**config.mk**
```make
export PLATFORM = sky130hd
export DESIGN_NAME = program_load_controller
export DESIGN_NICKNAME = d
export VERILOG_FILES = /design/src/rtl/program_load_controller.sv
export SDC_FILE = /design/constraint.sdc
export NUM_CORES = 1
export LEC_CHECK = 0
export CORE_ASPECT_RATIO = 0.5
export CORE_MARGIN = 1
export CORE_UTILIZATION = 35
export CTS_CLUSTER_DIAMETER = 60
export CTS_CLUSTER_SIZE = 12
export DETAILED_ROUTE_END_ITERATION = 10
export GPL_ROUTABILITY_DRIVEN = 0
export SYNTH_ARGS = -nofsm -noshare
export SYNTH_HDL_FRONTEND = slang
export SYNTH_SLANG_ARGS = --single-unit
```
**constraint.sdc**
```tcl
create_clock -name iFpgaClk -period 4.64 [get_ports iFpgaClk]
set_input_delay 1.392 -clock iFpgaClk [delete_from_list [all_inputs] [get_ports iFpgaClk]]
set_output_delay 1.392 -clock iFpgaClk [all_outputs]
set_load 0.005 [all_outputs]
```
**src/rtl/program_load_controller.sv**
```systemverilog
// Boot-time program loader: assembles little-endian UART bytes into 32-bit words
// and writes them to instruction memory, then data memory, while holding the CPU.
module program_load_controller #(
   parameter int ADDR_W     = 14,
   parameter int IMEM_WORDS = 16384,
   parameter int DMEM_WORDS = 16384,
   parameter int TIMEOUT    = 10000000
) (
   input  logic              iFpgaClk,
   input  logic              iFpgaRst,
   input  logic              iStartReceiveCoe,
   input  logic              iRxValid,
   input  logic [7:0]        iRxByte,
   output logic              oCommMode,
   output logic              oMemWe,
   output logic              oMemSel,
   output logic [ADDR_W-1:0] oMemAddr,
   output logic [31:0]       oMemWdata,
   output logic [15:0]       oWordCount,
   output logic              oLoadDone,
   output logic              oError
);

   localparam int TOTAL = IMEM_WORDS + DMEM_WORDS;
   localparam int TW    = $clog2(TIMEOUT + 1);

   typedef enum logic [1:0] {RUN, RECV, WRITE, FINISH} state_t;

   state_t        state, state_nxt;
   logic          start_prev_low;
   logic          start_edge;
   logic [1:0]    k;
   logic [15:0]   w;
   logic [23:0]   asm_q;
   logic [TW-1:0] tcnt;
   logic          seen;
   logic          timeout_hit;
   logic          last_word;
   logic          we_int;

   // Edge needs start to have been seen low after reset, so a start held
   // through reset release does not launch a load.
   assign start_edge  = iStartReceiveCoe & start_prev_low;
   assign timeout_hit = seen & ~iRxValid & (tcnt == TW'(TIMEOUT - 1));
   assign last_word   = (w + 16'd1) == 16'(TOTAL);

   assign oMemSel    = w >= 16'(IMEM_WORDS);
   assign oMemAddr   = ADDR_W'(oMemSel ? (w - 16'(IMEM_WORDS)) : w);
   assign oWordCount = w;
   assign oMemWe     = we_int & iFpgaRst;

   always_ff @(posedge iFpgaClk) begin
      if (!iFpgaRst) state <= RUN;
      else           state <= state_nxt;
   end

   always_comb begin
      state_nxt = state;
      oCommMode = 1'b1;
      we_int    = 1'b0;
      oLoadDone = 1'b0;
      case (state)
         RUN: begin
            oCommMode = 1'b0;
            if (start_edge) state_nxt = RECV;
         end
         RECV: begin
            if (iRxValid && k == 2'd3) state_nxt = WRITE;
            else if (timeout_hit)      state_nxt = FINISH;
         end
         WRITE: begin
            we_int    = 1'b1;
            state_nxt = last_word ? FINISH : RECV;
         end
         FINISH: begin
            oLoadDone = 1'b1;
            state_nxt = RUN;
         end
         default: state_nxt = RUN;
      endcase
   end

   always_ff @(posedge iFpgaClk) begin
      if (!iFpgaRst) begin
         start_prev_low <= 1'b0;
         k              <= '0;
         w              <= '0;
         asm_q          <= '0;
         tcnt           <= '0;
         seen           <= 1'b0;
         oMemWdata      <= '0;
         oError         <= 1'b0;
      end else begin
         start_prev_low <= ~iStartReceiveCoe;
         case (state)
            RUN: begin
               if (start_edge) begin
                  k      <= '0;
                  w      <= '0;
                  tcnt   <= '0;
                  seen   <= 1'b0;
                  oError <= 1'b0;
               end
            end
            RECV: begin
               if (iRxValid) begin
                  k    <= k + 2'd1;
                  tcnt <= '0;
                  seen <= 1'b1;
                  if (k == 2'd3) oMemWdata <= {iRxByte, asm_q};
                  else           asm_q[{k, 3'b000} +: 8] <= iRxByte;
               end else if (seen) begin
                  if (timeout_hit) begin
                     oError <= (k != 2'd0);
                     k      <= '0;
                  end else begin
                     tcnt <= tcnt + TW'(1);
                  end
               end
            end
            WRITE: begin
               w <= w + 16'd1;
               // A byte arriving alongside the write starts the next word.
               if (iRxValid && !last_word) begin
                  asm_q[7:0] <= iRxByte;
                  k          <= 2'd1;
                  tcnt       <= '0;
                  seen       <= 1'b1;
               end
            end
            FINISH: begin
               k    <= '0;
               tcnt <= '0;
            end
            default: ;
         endcase
      end
   end

endmodule

```
==> impl_metrics.csv <==
group,metric,value,unit
hold_path,hold_start,"asm_q[8]",
routing,first_iter_violations,273,
logic_synthesis,yosysMostFrequentCell,"nand2_1",
logic_synthesis,synth_area,5000,um^2
timing,tns,0,ns
clocking,clock_sinks,103,
global_routing,gr-total-overflow,0,
power,power_density,315,nW/um^2
worst_setup_path,rrSetupSlack,1.60,ns
logic_synthesis,synth.area.top_cells,"dfxtp_1, nand2_1, a21oi_1",
timing,fin_crit_sh,86.6,%
routing,routedWlPerCell,13.9,um
timing,timing.hold.ws,0.453,ns
timing,relSlewSlack,32.5,%
logic_synthesis,syn_inst,658,
floorplan,initial_core_util,36.4,%
floorplan,placementRows,30,
final_layout,nets,726,
global_routing,groute.usage.overall,17.5,%
logic_synthesis,synth_edf_count,0,
hold_path,hold_class,"reg -> reg",
clocking,cts_setup_buffers,0,
logic_synthesis,synthesis.nets,682,
worst_setup_path,path_common_cell,"clkdlybuf4s50_1",
timing,rsz0062_at_grt,"false",
worst_setup_path,end_kind,"output port",
worst_setup_path,crit_type,"in -> out",
placed_design,dp_slack,0.606,ns
timing,fin_ws,0.621,ns
worst_setup_path,worstPathCellList,"clkdlybuf4s50_1, inv_2, nor2_1, clkdlybuf4s50_1",
clocking,cts_buffer_depth,2,
worst_setup_path,worstReg2RegEnd,"asm_q[7]",
worst_setup_path,worst_setup_path_start_kind,"input port",
timing,skew,0.00944,ns
power,totalPowerFinal,1.91,mW
placed_design,io_buffers,78,
final_layout,n_antenna_cell,0,
logic_synthesis,synth_top_area_share,41.2,%
worst_setup_path,arrival,2.63,ns
routing,dr.pass1.iters,5,
logic_synthesis,ys_ff_latch,103,
clocking,cts_resized,0,
floorplan,ios,79,
worst_setup_path,crit_buf_inv,3,
power,p_int,1.36,mW
worst_setup_path,crit_family,"buffers and inverters",
worst_setup_path,slowest_stage,"clkdlybuf4s50_1",
worst_setup_path,regToRegStartpoint,"oWordCount[1]",
clocking,hold_buffers,0,
final_layout,multiInputGateArea,2630,um^2
power,switching_power,550,uW
logic_synthesis,async_reset_ff_share,0,%
routing,vias,4629,
worst_setup_path,path_max_fanout,2,
clocking,clkLatencyLatePin,0.35,ns
routing,post_drt_via_cell_ratio,5.15,
logic_synthesis,avgSynthCellArea,7.60,um^2
final_layout,regArea,2060,um^2
power,leakage,1.97,nW
final_layout,area_growth,21.5,%
clocking,cts.clk_slew.worst_paths,0.07,ns
power,clock_power_share,38.3,%
worst_setup_path,cp_data_required_time,3.25,ns
power,combPwrFrac,13.9,%
worst_setup_path,slowest_delay,0.55,ns
floorplan,die_w,171,um
timing,tightest_slew,1.01,ns
timing,drv_slew,0,
power,switching_share,28.8,%
hold_path,min_delay_worst_endpoint,"oMemWdata[8]",
global_routing,grt_pass1_wl,20.8,mm
logic_synthesis,synthDistinctLibCells,53,
timing,setup_viol,0,
logic_synthesis,yosysTopAreaCell,"dfxtp_1",
placed_design,hpwl,8.27,mm
timing,max_clock_freq,249,MHz
hold_path,hold_depth,2,
clocking,cts_buffers,9,
logic_synthesis,yosys_warnings,0,
floorplan,fp.coreArea,13700,um^2
clocking,cts_root_buffer,"clkbuf_16",
worst_setup_path,r2r_cells,8,
final_layout,fillers,1417,
global_routing,grt_pass1_vias,4089,
floorplan,dieArea,14800,um^2
logic_synthesis,yosysSeqAreaShare,41.2,%
clocking,cts_tree,"built",
power,irDropWorstVdd,198,uV
power,seqPwrFrac,47.7,%
job,drv_cap,0,
clocking,h-tree-depth,3,
routing,drt_wl_total,12.4,mm
floorplan,fp.dieH,86.5,um
global_routing,grt_max_degree,80,
final_layout,drive_above_1_share,4.39,%
routing,drc,0,
final_layout,fin_util,44.2,%
logic_synthesis,ys.flop_type,"dfxtp_1",
timing,hold_viol,0,
logic_synthesis,synthTopCellsByCount,"nand2_1, dfxtp_1, a21oi_1, nor2_1, nand3_1",
status,outcome,"finished, final reports clean",
global_routing,grt_antenna_before_repair,0,
timing,layout_min_cycle_time,4.02,ns
routing,ant_nets,0,
==> cell type report <==
class | instances | area share [%]
multi-input combinational | 494 | 43.3
sequential | 103 | 33.9
timing repair buffer | 84 | 13.6
tap | 192 | 3.95
clock buffer | 9 | 3.71
clock inverter | 6 | 0.865
inverter | 10 | 0.618
==> cell usage in the layout (no fill, tap or decap), types with 3 or more instances in the layout <==
master,n
xor2_1,4
o21ai_0,26
a31oi_1,15
nand3_1,40
inv_1,9
buf_4,6
nor2_1,56
a21boi_0,3
and2_1,6
a21oi_1,71
dfxtp_1,103
and3_1,10
mux2i_1,15
nand2_1,156
or3_1,3
clkdlybuf4s50_1,78
clkbuf_16,9
nor3_1,9
nor4b_1,3
a22oi_1,3
ha_1,12
nand4_1,12
nor4_1,6
a311oi_1,8
==> stage by stage <==
stage | area (um^2) | instances
2_1_floorplan | 5000 | 658
3_3_place_gp | 5800 | 883
3_5_place_dp | 5800 | 883
4_1_cts | 6080 | 898
5_1_grt | 6080 | 898
6_report | 6080 | 898
==> worst min-delay path, cell delays in order, from the launching register on <==
cell and delay, ns:
dfxtp_1 0.31, nand2_1 0.05, a21oi_1 0.05
==> worst max path at each step <==
stage	startpoint	end	cells past startpoint
2_1_floorplan	iFpgaRst	oMemWe	5
3_3_place_gp	iFpgaRst	oMemWe	4
3_5_place_dp	iFpgaRst	oMemWe	4
4_1_cts	iFpgaRst	oMemWe	4
5_1_grt	iFpgaRst	oMemWe	4
6_report	iFpgaRst	oMemWe	4
==> kinds of logic after synthesis <==
group / count (synthesis) / share of synthesized area, %
compound gates: 144 / 17.0
mux: 15 / 3.00
simple gates: 317 / 28.6
buf+inv: 61 / 6.10
flops: 103 / 41.2
xor+xnor: 6 / 1.05
fa+ha+maj: 12 / 3.00
==> power by group through the flow <==
stage          Combinational (mW)  Sequential [mW]  Clock (mW)
4_1_cts                     0.267            0.913       0.750
5_1_grt                     0.300            0.915       0.780
2_1_floorplan               0.202            0.930           0
3_5_place_dp                0.266            0.933           0
3_3_place_gp                0.265            0.934           0
6_report                    0.266            0.913       0.733
==> sequential cells by signal, indices dropped and copies added, names as in the netlist <==
register / count
oMemWdata: 32
asm_q: 24
tcnt: 24
oWordCount: 16
k: 2
state: 2
oError: 1
seen: 1
start_prev_low: 1
==> layer usage <==
metal	wire, um	up-vias	GRT usage, %
met5	0	-	0
met1	6180	2159	24.8
met2	5620	93	27.5
met3	534	11	3.24
met4	110	0	4.38
li1	-	2366	-
Note: power is estimated with default switching activity, not from simulation.
